$ cat config.mk
export PLATFORM = sky130hd
export DESIGN_NAME = ahbl_splitter_flat
export DESIGN_NICKNAME = d
export VERILOG_FILES = /design/src/rtl/ahbl_splitter_if.sv /design/src/rtl/ahbl_splitter.sv /design/src/flat_wrapper.sv
export SDC_FILE = /design/constraint.sdc
export NUM_CORES = 1
export LEC_CHECK = 0
export ABC_AREA = 0
export BUFFER_PORTS_ARGS = -buffer_cell sky130_fd_sc_hd__buf_2
export CAP_MARGIN = 20
export CORE_AREA = 2 2 146 148
export CTS_BUF_LIST = sky130_fd_sc_hd__clkbuf_8
export CTS_CLUSTER_DIAMETER = 200
export DETAILED_ROUTE_END_ITERATION = 12
export DIE_AREA = 0 0 148 150
export PLACE_DENSITY = 0.45
export SETUP_SLACK_MARGIN = 0.2
export SYNTH_ARGS = -nofsm -noshare
export SYNTH_HDL_FRONTEND = slang
export SYNTH_SLANG_ARGS = --single-unit
$ cat constraint.sdc
create_clock -name clk -period 2.56 [get_ports clk]
set_input_delay 0.384 -clock clk [delete_from_list [all_inputs] [get_ports clk]]
set_output_delay 0.384 -clock clk [all_outputs]
set_load 0.1 [all_outputs]
$ cat src/rtl/ahbl_splitter_if.sv
// Bus bundle for the 1:N AHB-Lite splitter: upstream master port plus packed
// per-port downstream slave signals. The splitter uses the slave modport.
interface ahbl_splitter_if #(
    parameter int N_PORTS = 2,
    parameter int W_ADDR  = 32,
    parameter int W_DATA  = 32
);
    logic                    src_hready;
    logic                    src_hready_resp;
    logic                    src_hresp;
    logic [W_ADDR-1:0]       src_haddr;
    logic                    src_hwrite;
    logic [1:0]              src_htrans;
    logic [2:0]              src_hsize;
    logic [2:0]              src_hburst;
    logic [3:0]              src_hprot;
    logic                    src_hmastlock;
    logic [W_DATA-1:0]       src_hwdata;
    logic [W_DATA-1:0]       src_hrdata;
    logic                    src_hexcl;
    logic [7:0]              src_hmaster;
    logic                    src_hexokay;

    logic [N_PORTS-1:0]        slave_sel_d;
    logic [N_PORTS-1:0]        dst_hready;
    logic [N_PORTS-1:0]        dst_hready_resp;
    logic [N_PORTS-1:0]        dst_hresp;
    logic [N_PORTS*W_ADDR-1:0] dst_haddr;
    logic [N_PORTS-1:0]        dst_hwrite;
    logic [N_PORTS*2-1:0]      dst_htrans;
    logic [N_PORTS*3-1:0]      dst_hsize;
    logic [N_PORTS*3-1:0]      dst_hburst;
    logic [N_PORTS*4-1:0]      dst_hprot;
    logic [N_PORTS-1:0]        dst_hmastlock;
    logic [N_PORTS*W_DATA-1:0] dst_hwdata;
    logic [N_PORTS*W_DATA-1:0] dst_hrdata;
    logic [N_PORTS-1:0]        dst_hexcl;
    logic [N_PORTS*8-1:0]      dst_hmaster;
    logic [N_PORTS-1:0]        dst_hexokay;

    modport slave (
        input  src_hready, src_haddr, src_hwrite, src_htrans, src_hsize, src_hburst,
               src_hprot, src_hmastlock, src_hwdata, src_hexcl, src_hmaster,
               dst_hready_resp, dst_hresp, dst_hrdata, dst_hexokay,
        output src_hready_resp, src_hresp, src_hrdata, src_hexokay, slave_sel_d,
               dst_hready, dst_haddr, dst_hwrite, dst_htrans, dst_hsize, dst_hburst,
               dst_hprot, dst_hmastlock, dst_hwdata, dst_hexcl, dst_hmaster
    );

    modport master (
        output src_hready, src_haddr, src_hwrite, src_htrans, src_hsize, src_hburst,
               src_hprot, src_hmastlock, src_hwdata, src_hexcl, src_hmaster,
               dst_hready_resp, dst_hresp, dst_hrdata, dst_hexokay,
        input  src_hready_resp, src_hresp, src_hrdata, src_hexokay, slave_sel_d,
               dst_hready, dst_haddr, dst_hwrite, dst_htrans, dst_hsize, dst_hburst,
               dst_hprot, dst_hmastlock, dst_hwdata, dst_hexcl, dst_hmaster
    );
endinterface

$ cat src/rtl/ahbl_splitter.sv
// 1:N AHB-Lite address decoder/splitter with priority decode, data-phase
// response muxing and a two-cycle ERROR response for unmapped addresses.
module ahbl_splitter #(
    parameter int                        N_PORTS   = 2,
    parameter int                        W_ADDR    = 32,
    parameter int                        W_DATA    = 32,
    parameter logic [N_PORTS*W_ADDR-1:0] ADDR_MAP  = {32'h4000_0000, 32'h0000_0000},
    parameter logic [N_PORTS*W_ADDR-1:0] ADDR_MASK = {32'hF000_0000, 32'hF000_0000},
    parameter logic [N_PORTS-1:0]        CONN_MASK = '1
) (
    input  logic          clk,
    input  logic          rst_n,
    ahbl_splitter_if.slave bus
);

    typedef enum logic [1:0] {
        ST_IDLE,
        ST_ERR1,
        ST_ERR2
    } err_state_e;

    err_state_e         state_q, state_d;
    logic [N_PORTS-1:0] sel_q, sel_d;
    logic [N_PORTS-1:0] hit, sel_a;
    logic               active;

    // Gated by reset so no slave sees a live transfer while the splitter is held in reset.
    assign active = bus.src_htrans[1] && rst_n;

    always_comb begin
        hit = '0;
        for (int i = 0; i < N_PORTS; i++) begin
            hit[i] = CONN_MASK[i] &&
                     ((bus.src_haddr & ADDR_MASK[i*W_ADDR +: W_ADDR]) == ADDR_MAP[i*W_ADDR +: W_ADDR]);
        end
        sel_a = hit & (~hit + N_PORTS'(1));
    end

    assign bus.dst_hready    = {N_PORTS{bus.src_hready}};
    assign bus.dst_haddr     = {N_PORTS{bus.src_haddr}};
    assign bus.dst_hwrite    = {N_PORTS{bus.src_hwrite}};
    assign bus.dst_hsize     = {N_PORTS{bus.src_hsize}};
    assign bus.dst_hburst    = {N_PORTS{bus.src_hburst}};
    assign bus.dst_hprot     = {N_PORTS{bus.src_hprot}};
    assign bus.dst_hmastlock = {N_PORTS{bus.src_hmastlock}};
    assign bus.dst_hwdata    = {N_PORTS{bus.src_hwdata}};
    assign bus.dst_hexcl     = {N_PORTS{bus.src_hexcl}};
    assign bus.dst_hmaster   = {N_PORTS{bus.src_hmaster}};
    assign bus.slave_sel_d   = sel_q;

    always_comb begin
        bus.dst_htrans = '0;
        for (int i = 0; i < N_PORTS; i++) begin
            if (active && sel_a[i]) begin
                bus.dst_htrans[i*2 +: 2] = bus.src_htrans;
            end
        end
    end

    always_ff @(posedge clk or negedge rst_n) begin
        if (!rst_n) begin
            state_q <= ST_IDLE;
            sel_q   <= '0;
        end else begin
            state_q <= state_d;
            sel_q   <= sel_d;
        end
    end

    always_comb begin
        state_d = state_q;
        sel_d   = sel_q;
        if (bus.src_hready) begin
            sel_d   = active ? sel_a : '0;
            state_d = (active && (sel_a == '0)) ? ST_ERR1 : ST_IDLE;
        end
        // ERR1 always has HREADYOUT low, so the second error cycle follows unconditionally.
        if (state_q == ST_ERR1) begin
            state_d = ST_ERR2;
        end
    end

    always_comb begin
        bus.src_hready_resp = 1'b1;
        bus.src_hresp       = 1'b0;
        bus.src_hrdata      = '0;
        bus.src_hexokay     = 1'b0;
        if (sel_q != '0) begin
            bus.src_hready_resp = 1'b0;
            for (int i = 0; i < N_PORTS; i++) begin
                if (sel_q[i]) begin
                    bus.src_hready_resp = bus.dst_hready_resp[i];
                    bus.src_hresp       = bus.dst_hresp[i];
                    bus.src_hrdata      = bus.dst_hrdata[i*W_DATA +: W_DATA];
                    bus.src_hexokay     = bus.dst_hexokay[i];
                end
            end
        end else begin
            case (state_q)
                ST_ERR1: begin
                    bus.src_hready_resp = 1'b0;
                    bus.src_hresp       = 1'b1;
                end
                ST_ERR2: begin
                    bus.src_hready_resp = 1'b1;
                    bus.src_hresp       = 1'b1;
                end
                default: begin
                    bus.src_hready_resp = 1'b1;
                    bus.src_hresp       = 1'b0;
                end
            endcase
        end
    end

endmodule

$ cat src/flat_wrapper.sv
// flat-port wrapper written by rule: the top's interface ports become plain ports
module ahbl_splitter_flat 
#(
    parameter int                        N_PORTS   = 2,
    parameter int                        W_ADDR    = 32,
    parameter int                        W_DATA    = 32,
    parameter logic [N_PORTS*W_ADDR-1:0] ADDR_MAP  = {32'h4000_0000, 32'h0000_0000},
    parameter logic [N_PORTS*W_ADDR-1:0] ADDR_MASK = {32'hF000_0000, 32'hF000_0000},
    parameter logic [N_PORTS-1:0]        CONN_MASK = '1
)
  (clk, rst_n, bus_src_hready, bus_src_haddr, bus_src_hwrite, bus_src_htrans, bus_src_hsize, bus_src_hburst, bus_src_hprot, bus_src_hmastlock, bus_src_hwdata, bus_src_hexcl, bus_src_hmaster, bus_dst_hready_resp, bus_dst_hresp, bus_dst_hrdata, bus_dst_hexokay, bus_src_hready_resp, bus_src_hresp, bus_src_hrdata, bus_src_hexokay, bus_slave_sel_d, bus_dst_hready, bus_dst_haddr, bus_dst_hwrite, bus_dst_htrans, bus_dst_hsize, bus_dst_hburst, bus_dst_hprot, bus_dst_hmastlock, bus_dst_hwdata, bus_dst_hexcl, bus_dst_hmaster);
  ahbl_splitter_if #(.N_PORTS(N_PORTS), .W_ADDR(W_ADDR), .W_DATA(W_DATA)) bus_i ();
  input  logic clk;
  input  logic rst_n;
  input wire logic [$bits(bus_i.src_hready)-1:0] bus_src_hready;
  input wire logic [$bits(bus_i.src_haddr)-1:0] bus_src_haddr;
  input wire logic [$bits(bus_i.src_hwrite)-1:0] bus_src_hwrite;
  input wire logic [$bits(bus_i.src_htrans)-1:0] bus_src_htrans;
  input wire logic [$bits(bus_i.src_hsize)-1:0] bus_src_hsize;
  input wire logic [$bits(bus_i.src_hburst)-1:0] bus_src_hburst;
  input wire logic [$bits(bus_i.src_hprot)-1:0] bus_src_hprot;
  input wire logic [$bits(bus_i.src_hmastlock)-1:0] bus_src_hmastlock;
  input wire logic [$bits(bus_i.src_hwdata)-1:0] bus_src_hwdata;
  input wire logic [$bits(bus_i.src_hexcl)-1:0] bus_src_hexcl;
  input wire logic [$bits(bus_i.src_hmaster)-1:0] bus_src_hmaster;
  input wire logic [$bits(bus_i.dst_hready_resp)-1:0] bus_dst_hready_resp;
  input wire logic [$bits(bus_i.dst_hresp)-1:0] bus_dst_hresp;
  input wire logic [$bits(bus_i.dst_hrdata)-1:0] bus_dst_hrdata;
  input wire logic [$bits(bus_i.dst_hexokay)-1:0] bus_dst_hexokay;
  output wire logic [$bits(bus_i.src_hready_resp)-1:0] bus_src_hready_resp;
  output wire logic [$bits(bus_i.src_hresp)-1:0] bus_src_hresp;
  output wire logic [$bits(bus_i.src_hrdata)-1:0] bus_src_hrdata;
  output wire logic [$bits(bus_i.src_hexokay)-1:0] bus_src_hexokay;
  output wire logic [$bits(bus_i.slave_sel_d)-1:0] bus_slave_sel_d;
  output wire logic [$bits(bus_i.dst_hready)-1:0] bus_dst_hready;
  output wire logic [$bits(bus_i.dst_haddr)-1:0] bus_dst_haddr;
  output wire logic [$bits(bus_i.dst_hwrite)-1:0] bus_dst_hwrite;
  output wire logic [$bits(bus_i.dst_htrans)-1:0] bus_dst_htrans;
  output wire logic [$bits(bus_i.dst_hsize)-1:0] bus_dst_hsize;
  output wire logic [$bits(bus_i.dst_hburst)-1:0] bus_dst_hburst;
  output wire logic [$bits(bus_i.dst_hprot)-1:0] bus_dst_hprot;
  output wire logic [$bits(bus_i.dst_hmastlock)-1:0] bus_dst_hmastlock;
  output wire logic [$bits(bus_i.dst_hwdata)-1:0] bus_dst_hwdata;
  output wire logic [$bits(bus_i.dst_hexcl)-1:0] bus_dst_hexcl;
  output wire logic [$bits(bus_i.dst_hmaster)-1:0] bus_dst_hmaster;
  assign bus_i.src_hready = bus_src_hready;
  assign bus_i.src_haddr = bus_src_haddr;
  assign bus_i.src_hwrite = bus_src_hwrite;
  assign bus_i.src_htrans = bus_src_htrans;
  assign bus_i.src_hsize = bus_src_hsize;
  assign bus_i.src_hburst = bus_src_hburst;
  assign bus_i.src_hprot = bus_src_hprot;
  assign bus_i.src_hmastlock = bus_src_hmastlock;
  assign bus_i.src_hwdata = bus_src_hwdata;
  assign bus_i.src_hexcl = bus_src_hexcl;
  assign bus_i.src_hmaster = bus_src_hmaster;
  assign bus_i.dst_hready_resp = bus_dst_hready_resp;
  assign bus_i.dst_hresp = bus_dst_hresp;
  assign bus_i.dst_hrdata = bus_dst_hrdata;
  assign bus_i.dst_hexokay = bus_dst_hexokay;
  assign bus_src_hready_resp = bus_i.src_hready_resp;
  assign bus_src_hresp = bus_i.src_hresp;
  assign bus_src_hrdata = bus_i.src_hrdata;
  assign bus_src_hexokay = bus_i.src_hexokay;
  assign bus_slave_sel_d = bus_i.slave_sel_d;
  assign bus_dst_hready = bus_i.dst_hready;
  assign bus_dst_haddr = bus_i.dst_haddr;
  assign bus_dst_hwrite = bus_i.dst_hwrite;
  assign bus_dst_htrans = bus_i.dst_htrans;
  assign bus_dst_hsize = bus_i.dst_hsize;
  assign bus_dst_hburst = bus_i.dst_hburst;
  assign bus_dst_hprot = bus_i.dst_hprot;
  assign bus_dst_hmastlock = bus_i.dst_hmastlock;
  assign bus_dst_hwdata = bus_i.dst_hwdata;
  assign bus_dst_hexcl = bus_i.dst_hexcl;
  assign bus_dst_hmaster = bus_i.dst_hmaster;
  ahbl_splitter #(.N_PORTS(N_PORTS), .W_ADDR(W_ADDR), .W_DATA(W_DATA), .ADDR_MAP(ADDR_MAP), .ADDR_MASK(ADDR_MASK), .CONN_MASK(CONN_MASK)) u_core (.clk(clk), .rst_n(rst_n), .bus(bus_i));
endmodule
# Word-level counts from Yosys, hierarchy flattened

Cells that the tools add are included.

Bits in registers: 4
Bits of input ports: 160
Word-level logic and storage cells: 37

Mux-type cells: 20
Equality and inequality tests: 3
Reduce and logical (&&, ||, !) cells: 9
Bitwise operators: 2
$add $sub $neg: 1

Operators by type and width:

| kind                  | count |
|---|---|
| $mux W32              | 3 |
| $logic_not A32 Y1     | 1 |
| $mux W1               | 12 |
| $mux W2               | 5 |
| $eq A4 B3 Y1 const B  | 1 |
| $logic_and A1 B1 Y1   | 4 |
| $reduce_bool A2 Y1    | 2 |
| $add A2 B1 Y2 const B | 1 |
| $and A2 B2 Y2         | 1 |
| $eq A2 B1 Y1 const B  | 1 |
| $eq A2 B2 Y1 const B  | 1 |
| $logic_not A2 Y1      | 1 |
| $not A2 Y2            | 1 |
| $reduce_or A2 Y1      | 1 |

# Depth between registers and ports, before layout

Gate-level depths: netlist of run 1.

Word-level depth: 9
Gate-level depth with buffers: 5
Gate-level depth less buffers: 4

# Worst setup path after synthesis of run 1

Ideal clock, no wire load.

Path kind: input port to output port
Start: in bus_src_haddr[29]
End: out bus_dst_htrans[1]
Path slack: -0.770 ns
Data arrival time: 2.946 ns
Stages on the path: 3
Cells stage by stage: or3_4 > buf_6 > nor3_1

Longest elaborated chain between the ends: 6

Ends and longest elaborated chain:

| item                    | line                | text |
|---|---|---|
| from (decl)             | flat_wrapper.sv:16  | `input wire logic [$bits(bus_i.src_haddr)-1:0] bus_src_haddr;` |
| $logic_not A32 Y1 (*)   | ahbl_splitter.sv:34 | `((bus.src_haddr & ADDR_MASK[i*W_ADDR +: W_ADDR]) == ADDR_MAP[i*W_ADDR +: W_ADDR]);` |
| $not A2 Y2              | ahbl_splitter.sv:36 | `sel_a = hit & (~hit + N_PORTS'(1));` |
| $add A2 B1 Y2           | ahbl_splitter.sv:36 |  |
| $and A2 B2 Y2 (*)       | ahbl_splitter.sv:36 |  |
| $logic_and A1 B1 Y1 (*) | ahbl_splitter.sv:54 | `if (active && sel_a[i]) begin` |
| $mux W2 (*)             | ahbl_splitter.sv:54 |  |
| to (decl)               | flat_wrapper.sv:38  | `output wire logic [$bits(bus_i.dst_htrans)-1:0] bus_dst_htrans;` |

Every way passes the cells marked *; elsewhere a longest branch is shown, timed or not.

# Worst setup path after layout of run 1

Start: in rst_n
End: out bus_dst_htrans[1]

Longest elaborated chain between the ends: 3

Ends and longest elaborated chain:

| item                | line                | text |
|---|---|---|
| from (decl)         | flat_wrapper.sv:14  | `input logic rst_n;` |
| $logic_and A1 B1 Y1 | ahbl_splitter.sv:28 | `assign active = bus.src_htrans[1] && rst_n;` |
| $logic_and A1 B1 Y1 | ahbl_splitter.sv:54 |  |
| $mux W2             | ahbl_splitter.sv:54 |  |

No other way between the ends.

==> results by stage, run 1 <==
Timing:
- The setup TNS is 0 ps.
- For the pin with the worst max-slew slack, the measured transition is around 500 ps.
- The final clock skew is 0.0577 ps.
- In the finished design, the share of the clock period the worst path needs comes to 0.874.
- Setup repair after global routing left no endpoint under its margin.
- The worst path in the final design needs a cycle of 2240 ps, including I/O delays and setup.
- Hold is met by approximately 500 ps.
- The final worst setup slack is 324 ps.
- Setup violations remaining at the end of the flow were counted as 0.
- The final max-slew violation count came to 0.
- The final hold violation count is 0.
- The worst pin sits at a relative slew slack of 0.667.
- Timing would allow up to around 450 MHz.

Detailed routing:
- The initial DRC count is 27.
- The first-pass detailed-route iteration total is 4.
- For this block, the routed nets add up to 6370 um of wire.
- The average vias per placed instance is approximately 2.8.
- The routed layout has 1342 vias.
- In the routed design, unresolved DRC markers number 0.
- Dividing the detail-routed wire length by the instance count gives 13.4 um.
- The remaining number of nets flagged by the antenna check after routing is 0.

Floorplanning:
- The total I/O pin count is 373.
- The total core area is 20700 sq um.
- The die width is 148 um.
- The floorplan has 53 rows.
- The initial core utilization is 0.0931.
- From bottom edge to top edge, the die measures roughly 150 um.
- The die covers 22200 sq um.

Yosys:
- The top flip-flop cell by instance count after synthesis is sky130_fd_sc_hd__dfrtp_1.
- The mapped netlist covers roughly 1900 sq um.
- The fraction of synthesized cell area taken by the top area cell type is 0.682.
- The total number of yosys warnings is 0.
- The post-synthesis cell type count is 22.
- The instance count of the mapped netlist is about 250.
- Counting flops and latches in the post-synthesis netlist gives 4.
- The share of synthesized registers carrying an async set or reset is 1.00.
- Ranked by total cell area, the synthesized netlist is headed by sky130_fd_sc_hd__buf_4, sky130_fd_sc_hd__a22o_1, sky130_fd_sc_hd__dfrtp_1, sky130_fd_sc_hd__nor2b_1, sky130_fd_sc_hd__o32ai_2.
- The average size of a mapped cell is a little under 8 sq um.
- Of the synthesized area, sequential elements account for 0.0519.
- Counting every net in the synthesized netlist gives ~410.
- The synthesized design spends more area on one cell type than any other, namely sky130_fd_sc_hd__buf_4.
- In this run, synthesis inferred 0 flip-flops with an integrated enable.

Global routing:
- In the global route stage, overall resource usage came out at 0.0479.
- The most utilized layer in the global route result is met2.
- The first-pass GRT wire length is 7870 um.
- For met1 alone, demand over resource in global routing was 0.0412.
- The maximum number of pins on one net before global-route repair is 38.
- The number of antenna violations at the first check in global routing is 1.
- The leftover overflow at the end of global routing is 0.
- The via count of the first global-routing pass is 1208.
- The met3 routing resource usage after global routing is 0.0451.
- For met2 alone, demand over resource in global routing was 0.0671.

Layout:
- The library cells used most frequently in the layout, excluding fill and tap cells, are sky130_fd_sc_hd__buf_2, sky130_fd_sc_hd__a22o_2, sky130_fd_sc_hd__buf_12.
- Of the cells placed in the final design, the portion with a size suffix greater than 1 is 0.886.
- The final instance count without filler cells is roughly 480.
- The number of fillers in the final layout is between 2000 and 2500.
- With fillers left out, the area of the finished cells amounts to 2150 sq um.
- Leaving out fill and tap cells, the most frequent cell in the layout is sky130_fd_sc_hd__buf_2.
- At the end of the flow the core is filled with cells to 0.104.
- The final layout contains around 360 nets.
- The growth of design area from synthesis to finish is 11.6%.
- The number of antenna diodes in the final layout is 0.

Critical path:
- The count of cells along the worst register-to-register path is 3.
- The critical path is of the in2out type.
- The launching element type of the critical path is an input pin.
- The type of destination of the critical path is an output port.
- The endpoint identified for the worst register-to-register timing path is u_core.bus.slave_sel_d[1]$_DFFE_PN0P_.
- Along the worst path, the maximum fanout reaches 8.
- The flop-to-flop setup slack is ~1300 ps.
- The startpoint identified for the worst register-to-register timing path is u_core.bus.slave_sel_d[1]$_DFFE_PN0P_.
- The data arrival time of the critical path is 1850 ps.
- The required arrival time at the worst endpoint is approximately 2200 ps.

CTS:
- In this run the number of H-tree levels came out at 1.
- The clock root buffer is sky130_fd_sc_hd__clkbuf_8.
- The buffer levels on the longest clock path is 2.
- The clock-pin slew reported for the worst setup and hold paths after clock tree synthesis is 30 ps.
- The clock tree from TritonCTS is done.
- In this run the post-CTS setup repair buffer count came out at 0.
- CTS saw 4 sinks.
- Clock tree synthesis inserted a total of 3 buffers.
- The clock reaches the later pin of the worst-skew pair after 210 ps.

Pwr:
- Total power for the finished layout comes to 0.567 mW.
- The leakage power summed over all cells is 0.947 nW.
- The power spent charging and discharging nets is between 0.2 and 0.3 mW.
- The combinational group share of total power is 0.635.
- The maximum VDD drop is 0.000111 V.
- The clock network power share is 0.242.
- The internal power of the cells totals 0.292 mW.
- The proportion of total power due to net switching is 0.485.
- Of the total power, registers draw 0.124.
- Power spread over the standard cell area amounts to 264 nW/um^2.

Placement:
- The post-detailed-placement half-perimeter wirelength is 5390 um.
- The count of buffers added on input and output ports is roughly 130.
- The total placed cells including tap cells is 472.
- Prior to clock tree synthesis, the placed netlist has a worst setup slack of 541 ps.
- At the end of routability-driven placement, the weighted congestion stood at 0.567.
- After detailed placement, the total cell area comes to 2090 sq um.

Hold path:
- The worst hold path terminates at u_core.state_q[1]$_DFFE_PN0P_.
- The worst min-delay path startpoint is u_core.state_q[1]$_DFFE_PN0P_.
- The type of the most critical hold path is reg2reg.
- The worst hold path passes through 2 cells.

Run:
- The number of maximum-capacitance constraint violations is 0.

Outcome:
- The flow ran to the end, and the final reports show no timing, DRC or antenna violations.
[per-layer routing]
metal	vias to the layer above	routed length, um	share of wire
met1	535	1760	0.28
met3	60	1430	0.22
li1	555	-	-
met5	-	8	0.0013
met4	2	539	0.085
met2	190	2630	0.41
[synthesized netlist by cell type (2+ instances only)]
cell type / count
sky130_fd_sc_hd__a31oi_1: 2
sky130_fd_sc_hd__buf_4: 175
sky130_fd_sc_hd__nor2b_1: 3
sky130_fd_sc_hd__or2_2: 2
sky130_fd_sc_hd__a22o_1: 34
sky130_fd_sc_hd__inv_1: 4
sky130_fd_sc_hd__nor2_1: 2
sky130_fd_sc_hd__dfrtp_1: 4
sky130_fd_sc_hd__nand2_1: 4
sky130_fd_sc_hd__clkbuf_1: 2
sky130_fd_sc_hd__buf_2: 3
sky130_fd_sc_hd__nor3_1: 2
[power groups by stage]
stage / Clock [mW] / Sequential [mW] / Combinational, mW
after detailed placement: 0 / 0.0709 / 0.363
final: 0.137 / 0.0701 / 0.360
after floorplan: 0 / 0.0732 / 1.42
after global routing: 0.148 / 0.0706 / 0.377
after global placement: 0 / 0.0708 / 0.363
after CTS: 0.142 / 0.0702 / 0.365
[layout make-up]
type / count / area (sq um) / share of cell area
Clock buffer: 3 / 41.3 / 0.0192
Timing Repair Buffer: 132 / 1080 / 0.502
Clock inverter: 1 / 3.75 / 0.00175
Multi-Input combinational cell: 58 / 566 / 0.263
Inverter: 4 / 15.0 / 0.00698
Tap cell: 275 / 344 / 0.160
Sequential cell: 4 / 101 / 0.0471
[how the worst max path moves through the flow]
| stage | cells after the start | startpoint | slack, ps | endpoint |
|---|---|---|---|---|
| global route | 5 | rst_n | 230 | bus_dst_htrans[1] |
| CTS | 5 | rst_n | 260 | bus_dst_htrans[0] |
| floorplan | 3 | bus_src_haddr[29] | 70 | bus_dst_htrans[1] |
| detailed placement | 4 | bus_src_haddr[29] | 540 | bus_dst_htrans[0] |
| global placement | 4 | bus_src_haddr[29] | 540 | bus_dst_htrans[0] |
| finish | 5 | rst_n | 320 | bus_dst_htrans[1] |
[what timing repair did]
item                                   CTS  global route
resized for setup                        0             1
setup endpoints to repair                0             1
hold buffers                             1             0
endpoints found under the hold margin    2             0
[registers in the layout, summed over array words and instances, names as in the netlist]
signal / flops
u_core.bus.slave_sel_d: 2
u_core.state_q: 2
[worst max-delay path: stages]
cell and delay [ps]:
sky130_fd_sc_hd__dlygate4sd3_1 510, sky130_fd_sc_hd__buf_2 200, sky130_fd_sc_hd__nand2_1 180, sky130_fd_sc_hd__nor3_2 130, sky130_fd_sc_hd__buf_2 440
[kinds of logic (layout without fill, tap and decap cells)]
group                      after synthesis  after routing  share of synthesized area
buffers and inverters                  185            140                      0.707
AOI/OAI and AO/OA                       39             39                      0.177
and+or+nand+nor                         18             18                     0.0578
DFF                                      4              4                     0.0520
adders and majority gates                1              1                    0.00649
Note: power is estimated with default switching activity, not from simulation.
==> inputs of run 2 (changes only) <==
Settings changed: SETUP_SLACK_MARGIN 0.2 to 0.4.
Clock period 2.56 ns to 2.6 ns, I/O delays scaled along.
==> results by stage, run 2 (same netlist as run 1, synthesis figures left out) <==
CTS:
- The clock root buffer is sky130_fd_sc_hd__clkbuf_8.
- The buffer count from post-CTS setup fixing is 0.
- CTS saw 4 sinks.
- The buffer levels on the longest clock path is 2.
- Buffers inserted during clock tree synthesis total 3.
- The clock-pin slew reported for the worst setup and hold paths after clock tree synthesis is 40 ps.
- The clock tree from TritonCTS is done.
- CTS built an H-tree with a depth of 1.
- The clock reaches the later pin of the worst-skew pair after 220 ps.

Global routing:
- For met1 alone, demand over resource in global routing was 0.0408.
- Entering global routing, the biggest net connects 27 pins.
- The number of antenna violations at the first check in global routing was 0.
- Global routing finished with a remaining overflow of 0.
- The met3 routing resource usage after global routing is 0.0351.
- The first global-routing pass estimated just under 8000 um of wire.
- The total routing resource utilization after global routing is 0.0479.
- The via count of the first global-routing pass is between 1000 and 1500.
- The met2 usage is 0.0773.
- met2 is the most crowded layer.

Placement:
- The post-detailed-placement half-perimeter wirelength is 5320 um.
- The worst slack after detailed placement is 592 ps.
- Input and output buffers added on the ports amount to 129.
- The global placer's final weighted congestion is about 0.57.

Critical path:
- The endpoint identified for the worst register-to-register timing path is u_core.state_q[0]$_DFFE_PN0P_.
- The worst reg2reg path startpoint is u_core.state_q[1]$_DFFE_PN0P_.
- Data on the critical path arrives at its endpoint at 1710 ps.
- The worst register-to-register path has a depth of 4.
- The kind of critical path is reg2out.
- Along the worst path, the maximum fanout reaches 4.
- For the worst setup path, the data required time is 2210 ps.
- In this run the register-to-register setup slack is 1430 ps.
- STA classifies the critical path endpoint as an output port.
- The launching element type of the critical path is a register.

Layout:
- Summing all flip-flop and latch instances after layout gives around 100 sq um.
- The growth of design area from synthesis to finish is 11.9%.
- The most common cell after layout, fill and taps aside is sky130_fd_sc_hd__buf_2.
- The multi-input combinational cells in the finished layout cover a total of about 560 sq um.
- The fraction of final layout cells sized beyond drive strength 1 is 0.892.
- 0 antenna diodes ended up in the layout.
- In the final design database the tool counted 365 nets.
- In the layout the commonest cells are sky130_fd_sc_hd__buf_2, sky130_fd_sc_hd__a22o_2, sky130_fd_sc_hd__buf_12.
- The filler cells instantiated in the layout total 2399.

Timing:
- The fmax is 476 MHz.
- The final max-slew violation count is 0.
- In the final timing run, aggregate negative setup slack is 0 ps.
- The final clock skew is 0.0339 ps.
- The final hold violation count came to 0.
- Setup repair after global routing left no endpoint under its margin.
- At the pin with the least slew margin, the transition time is 489 ps.
- The headroom to the max-slew limit is 0.676.
- Counting I/O delays and the setup requirement, the final critical path takes 2100 ps.
- Dividing the final minimum period by the clock period gives 0.807.
- The total setup violations reported at the end of the flow is 0.
- The final worst setup slack is 501 ps.

Run:
- The number of maximum-capacitance constraint violations is 0.

Detailed routing:
- The remaining number of nets flagged by the antenna check after routing is 0.
- After detailed routing, the total wire length is a little over 6000 um.
- For this block, the via count after detailed routing is between 1000 and 1500.
- The initial DRC count is 20.
- The first-pass detailed-route iteration total is 4.
- The DRC violations left is 0.
- In the final routed layout, each cell accounts on average for 13.0 um.
- After detailed routing, the number of vias per cell comes to between 2 and 3.

Floorplanning:
- The die width is between 100 and 150 um.
- The total core area is 20700 sq um.
- The floorplan row count is 53.
- The initial core utilization is 0.0931.
- From bottom edge to top edge, the die measures 150 um.
- The floorplan die area is 22200 sq um.
- During I/O placement, the number of pins put on the boundary was about 370.

Hold path:
- The type of the most critical hold path is in2reg.
- The worst min-delay path startpoint is rst_n.
- For hold timing, the worst endpoint is u_core.bus.slave_sel_d[0]$_DFFE_PN0P_.
- The worst hold path was traced through 3 stages.

Pwr:
- In this run the power density over the cells is 253 nW/um^2.
- VDD sags by at most 0.000265 V.
- The leakage power summed over all cells is 0.941 nW.

Outcome:
- The flow ran to the end, and the final reports show no timing, DRC or antenna violations.
## run 2: changes by cell type in the layout (fill, tap and decap cells not counted), sizes merged
| cell | delta |
|---|---|
| buf | +1 |
## run 2: cell type report
type / instances / share of cell area
Clock inverter: 1 / 0.00174
Inverter: 4 / 0.00696
Multi-Input combinational cell: 58 / 0.262
Tap cell: 275 / 0.160
Timing Repair Buffer: 133 / 0.503
Sequential cell: 4 / 0.0476
Clock buffer: 3 / 0.0191
## run 2: layer usage
metal / part of all wire / vias to the layer above / wire [um]
li1: - / 558 / -
met1: 0.30 / 548 / 1850
met2: 0.44 / 185 / 2740
met3: 0.20 / 51 / 1270
met4: 0.059 / 0 / 364
met5: 0 / - / 0
## run 2: through the flow
| stage | hold slack [ps] | std cells | instance area (sq um) | utilization | total power [mW] |
|---|---|---|---|---|---|
| 2_1_floorplan | 94.4 | 247 | 2020 | - | 1.47 |
| 3_3_place_gp | 226 | 473 | 2090 | 0.101 | 0.405 |
| 3_5_place_dp | 221 | 473 | 2090 | 0.101 | 0.405 |
| 4_1_cts | 479 | 478 | 2150 | 0.104 | 0.551 |
| 5_1_grt | 492 | 478 | 2160 | 0.104 | 0.569 |
| 6_report | 483 | 478 | 2160 | 0.104 | 0.546 |
## run 2: timing repair
action,4_1_cts,5_1_grt
gates resized for setup,2,1
endpoints found under the setup margin,14,1
endpoints found under the hold margin,4,0
hold buffers,1,0
## run 2: critical path, cell delays in order, from the launching register on
cell and delay, ps:
sky130_fd_sc_hd__dfrtp_1 380, sky130_fd_sc_hd__ha_1 240, sky130_fd_sc_hd__or2_2 350, sky130_fd_sc_hd__a31oi_4 180, sky130_fd_sc_hd__clkbuf_4 340
## run 2: power breakdown
part / internal (mW) / switching (mW) / total (mW)
Combinational: 0.107 / 0.231 / 0.338
Sequential: 0.0670 / 0.00222 / 0.0692
Clock: 0.101 / 0.0372 / 0.138
## run 2: worst max-delay path by stage
| stage | cells after the start | slack [ps] | end | startpoint |
|---|---|---|---|---|
| 2_1_floorplan | 3 | 100 | bus_dst_htrans[1] | bus_src_haddr[29] |
| 4_1_cts | 4 | 410 | bus_src_hready_resp | u_core.state_q[0]$_DFFE_PN0P_ |
| 3_3_place_gp | 4 | 580 | bus_dst_htrans[0] | bus_src_haddr[29] |
| 6_report | 4 | 500 | bus_src_hready_resp | u_core.state_q[0]$_DFFE_PN0P_ |
| 3_5_place_dp | 4 | 590 | bus_dst_htrans[0] | bus_src_haddr[29] |
| 5_1_grt | 3 | 460 | bus_slave_sel_d[1] | u_core.bus.slave_sel_d[1]$_DFFE_PN0P_ |
==> inputs of run 3 (changes only) <==
Settings changed: ABC_AREA 0 to 1, CORE_AREA 2 2 146 148 to 2 2 147 149, DIE_AREA 0 0 148 150 to 0 0 149 151.
Clock period 2.6 ns to 2.1 ns, I/O delays scaled along.
==> results by stage, run 3 <==
Outcome:
- The run finished with clean final reports.

Detailed routing:
- Summed over all layers, the routed wires come to 7060 um.
- The first-pass detailed-route iteration total is 3.
- Once detail routing completed, the nets flagged for antenna violations numbered 0.
- Dividing the detail-routed via count by the number of cells gives 2.82.
- Dividing the detail-routed wire length by the instance count gives around 13 um.
- The initial DRC count is 32.
- The DRC violations left is 0.
- The count of vias placed by the detailed router is around 1600.

Yosys:
- The fraction of synthesized cell area taken by the top area cell type is 0.642.
- After synthesis the netlist holds a flip-flop and latch count of 4.
- The number of enable flip-flop cells after synthesis is 0.
- The average size of a mapped cell is 6.30 sq um.
- After synthesis the cells add up to around 2000 sq um.
- After technology mapping, the gate count stands at 321.
- In the synthesized netlist the async set-or-reset flop fraction comes to 1.00.
- In the post-synthesis netlist, the biggest area contributors are sky130_fd_sc_hd__buf_4, sky130_fd_sc_hd__nand2_1, sky130_fd_sc_hd__dfrtp_1, sky130_fd_sc_hd__buf_6, sky130_fd_sc_hd__inv_1.
- In this run, distinct cell masters in the synthesized netlist total 14.
- Summed over all instances, the cell type with the most area after synthesis is sky130_fd_sc_hd__buf_4.
- The share of the Yosys chip area taken by registers is 0.0495.
- Sorting the synthesized cells by how often they occur yields sky130_fd_sc_hd__buf_4, sky130_fd_sc_hd__nand2_1, sky130_fd_sc_hd__inv_1.
- The top flip-flop cell by instance count after synthesis is sky130_fd_sc_hd__dfrtp_1.
- Counting every net in the synthesized netlist gives 482.
- sky130_fd_sc_hd__buf_4 is the most common cell in the netlist.
- The total number of yosys warnings is 0.

CTS:
- CTS placed an instance of sky130_fd_sc_hd__clkbuf_8 at the clock tree root.
- TritonCTS built the clock tree.
- Clock-pin slew was measured on the worst setup and hold paths at 30 ps.
- The later pin in the worst-skew pair is clocked with a latency of 220 ps.
- The number of levels the H-tree was split into is 1.
- The buffer levels on the longest clock path is 2.
- The number of buffers created by CTS is 3.
- The number of clock sinks is 4.

Critical path:
- In this design, the largest share of critical-path delay is due to flip-flops.
- The worst reg2reg path startpoint is u_core.state_q[1]$_DFFE_PN0P_.
- On the worst path, the slowest cell contributes a delay of ~500 ps.
- The total buffers and inverters traversed by the critical path is 2.
- Along the worst path, the maximum fanout reaches 12.
- The worst setup path is captured at an output port.
- The worst setup path is of the reg2out kind.
- Among all stages on the critical path, the largest delay is contributed by sky130_fd_sc_hd__dfrtp_4.
- The required arrival time at the worst endpoint is 1780 ps.
- Counting stages on the worst path, the most repeated cell is sky130_fd_sc_hd__buf_12.
- The number of cells on the worst reg-to-reg path is 5.
- In this run the critical register-to-register path is captured at u_core.state_q[0]$_DFFE_PN0P_.
- The launching element type of the critical path is a register.
- The data arrival time of the critical path is 1510 ps.
- The critical path goes through nor2_4, buf_12, nand2_1, o211ai_1, buf_12.
- The flop-to-flop setup slack is 1040 ps.

Floorplanning:
- The floorplan die area is around 22000 sq um.
- The floorplan has 53 rows.
- The die is 151 um tall.
- In this run the horizontal extent of the chip is 149 um.
- The initial core utilization is 0.0971.
- In this run the count of I/O pins placed on the die edge is roughly 370.
- The floorplan step defined a core boundary enclosing 20800 sq um.

Timing:
- After routing, the total negative slack on setup checks comes to 0 ps.
- Setup repair after global routing could not meet its margin everywhere.
- The final clock skew is 2.48 ps.
- Headroom to the max-slew limit came out at 0.673.
- Once routing completed, OpenROAD measured the worst setup slack at 272 ps.
- The total setup violations reported at the end of the flow is 0.
- The final hold violation count was 0.
- The minimum clock period is 1830 ps.
- Dividing the final minimum period by the clock period gives 0.871.
- The final max-slew violation count came to 0.
- The slew of the pin with the lowest slew margin is 494 ps.
- Timing would allow up to 547 MHz.

Placement:
- Before CTS, the worst setup slack after placement is 406 ps.
- After legalization and detailed placement, the total HPWL measured around 5600 um.
- The global placer's final weighted congestion is 0.634.
- During placement, the flow inserted port buffers numbering 129.

Layout:
- The library cell used most frequently in the layout, excluding fill and tap cells, is sky130_fd_sc_hd__buf_2.
- The growth of design area from synthesis to finish is 35.6%.
- After filler insertion, the fill cell instance count of the layout stands at 2379.
- The net count of the finished layout is ~450.
- The diode insertion count for antenna repair is 0.
- In the layout the commonest cells are sky130_fd_sc_hd__buf_2, sky130_fd_sc_hd__nand2_1, sky130_fd_sc_hd__buf_12.
- Of the cells placed in the final design, the portion with a size suffix greater than 1 is 0.693.

Global routing:
- The first-pass GRT wire length is 8760 um.
- Entering global routing, the biggest net connects 36 pins.
- The via count of the first global-routing pass is 1467.
- The number of antenna violations at the first check in global routing is 0.
- The total routing resource utilization after global routing is 0.0528.
- The leftover overflow at the end of global routing is 0.

Hold path:
- The type of the most critical hold path is in2reg.
- The worst hold path terminates at u_core.state_q[1]$_DFFE_PN0P_.
- The worst hold path depth is 2.
- The worst hold path begins at bus_src_hready.

Run:
- The number of maximum-capacitance constraint violations is 0.

Pwr:
- The analysis attributes to cell leakage a power of 1.25 nW.
- Across the VDD grid, the largest voltage drop is 0.000119 V.
- The power per standard cell area is 251 nW/um^2.
==> run 3: cell count changes after synthesis, moves of 3 or more <==
| cell | previous run | this run |
|---|---|---|
| sky130_fd_sc_hd__buf_6 | 1 | 6 |
| sky130_fd_sc_hd__nand3_1 | 1 | 4 |
| sky130_fd_sc_hd__inv_1 | 4 | 9 |
| sky130_fd_sc_hd__nor2b_1 | 3 | 0 |
| sky130_fd_sc_hd__nor2_1 | 2 | 6 |
| sky130_fd_sc_hd__nand2_1 | 4 | 109 |
| sky130_fd_sc_hd__a22o_1 | 34 | 0 |
| sky130_fd_sc_hd__buf_2 | 3 | 0 |
==> run 3: logic make-up after synthesis <==
family | Yosys count | share of synthesized area
adders and majority gates | 1 | 0.00619
DFF | 4 | 0.0495
AOI/OAI and AO/OA | 4 | 0.0124
and+or+nand+nor | 123 | 0.238
buffers and inverters | 189 | 0.694
==> run 3: how the worst max path moves through the flow <==
stage | from | depth (start not counted) | endpoint
2_1_floorplan | u_core.bus.slave_sel_d[1]$_DFFE_PN0P_ | 4 | bus_src_hready_resp
3_3_place_gp | bus_src_haddr[29] | 5 | bus_dst_htrans[1]
3_5_place_dp | bus_src_haddr[29] | 5 | bus_dst_htrans[1]
4_1_cts | u_core.bus.slave_sel_d[1]$_DFFE_PN0P_ | 5 | bus_src_hready_resp
5_1_grt | u_core.bus.slave_sel_d[1]$_DFFE_PN0P_ | 6 | bus_src_hrdata[24]
6_report | u_core.bus.slave_sel_d[1]$_DFFE_PN0P_ | 5 | bus_src_hready_resp
==> run 3: repair_timing <==
action / CTS / global route
resized for setup: 5 / 19
endpoints found under the setup margin: 36 / 36
pin swaps: 4 / 0
endpoints found under the hold margin: 4 / 0
buffers inserted: 4 / 0
cloned: 1 / 1
hold buffers: 1 / 0
==> run 3: worst register-to-register path: stages (launching register included) <==
cell                      delay (ps)
sky130_fd_sc_hd__dfrtp_1         350
sky130_fd_sc_hd__inv_1            80
sky130_fd_sc_hd__ha_1            280
sky130_fd_sc_hd__inv_1            80
sky130_fd_sc_hd__nand3_1          70
sky130_fd_sc_hd__o21ai_0          80
==> run 3: final cells by class <==
cell class | instances | area [sq um] | share of cell area
Sequential cell | 4 | 108 | 0.0393
Multi-Input combinational cell | 128 | 826 | 0.301
Tap cell | 275 | 344 | 0.126
Clock buffer | 3 | 41.3 | 0.0151
Timing Repair Buffer | 138 | 1380 | 0.504
Inverter | 10 | 40.0 | 0.0146
==> run 3: through the flow <==
stage	cells	power [mW]	cell area [sq um]	hold WS [ps]	utilization
after floorplan	321	1.81	2280	19.4	-
after global placement	548	0.512	2500	130	0.120
after detailed placement	548	0.513	2500	135	0.120
after CTS	557	0.689	2660	369	0.128
after global routing	558	0.717	2740	394	0.132
final	558	0.687	2740	362	0.132
==> run 3: power breakdown <==
group          total [mW]  internal (mW)  switching, mW
logic               0.439          0.147          0.291
clock network       0.162          0.122         0.0399
registers          0.0859         0.0832        0.00269
==> run 3: layer usage <==
metal	share of wire	track usage	routed length, um
met5	0	0	0
met3	0.21	0.0452	1470
met2	0.41	0.0724	2880
met4	0.074	0.0462	525
met1	0.31	0.0488	2190
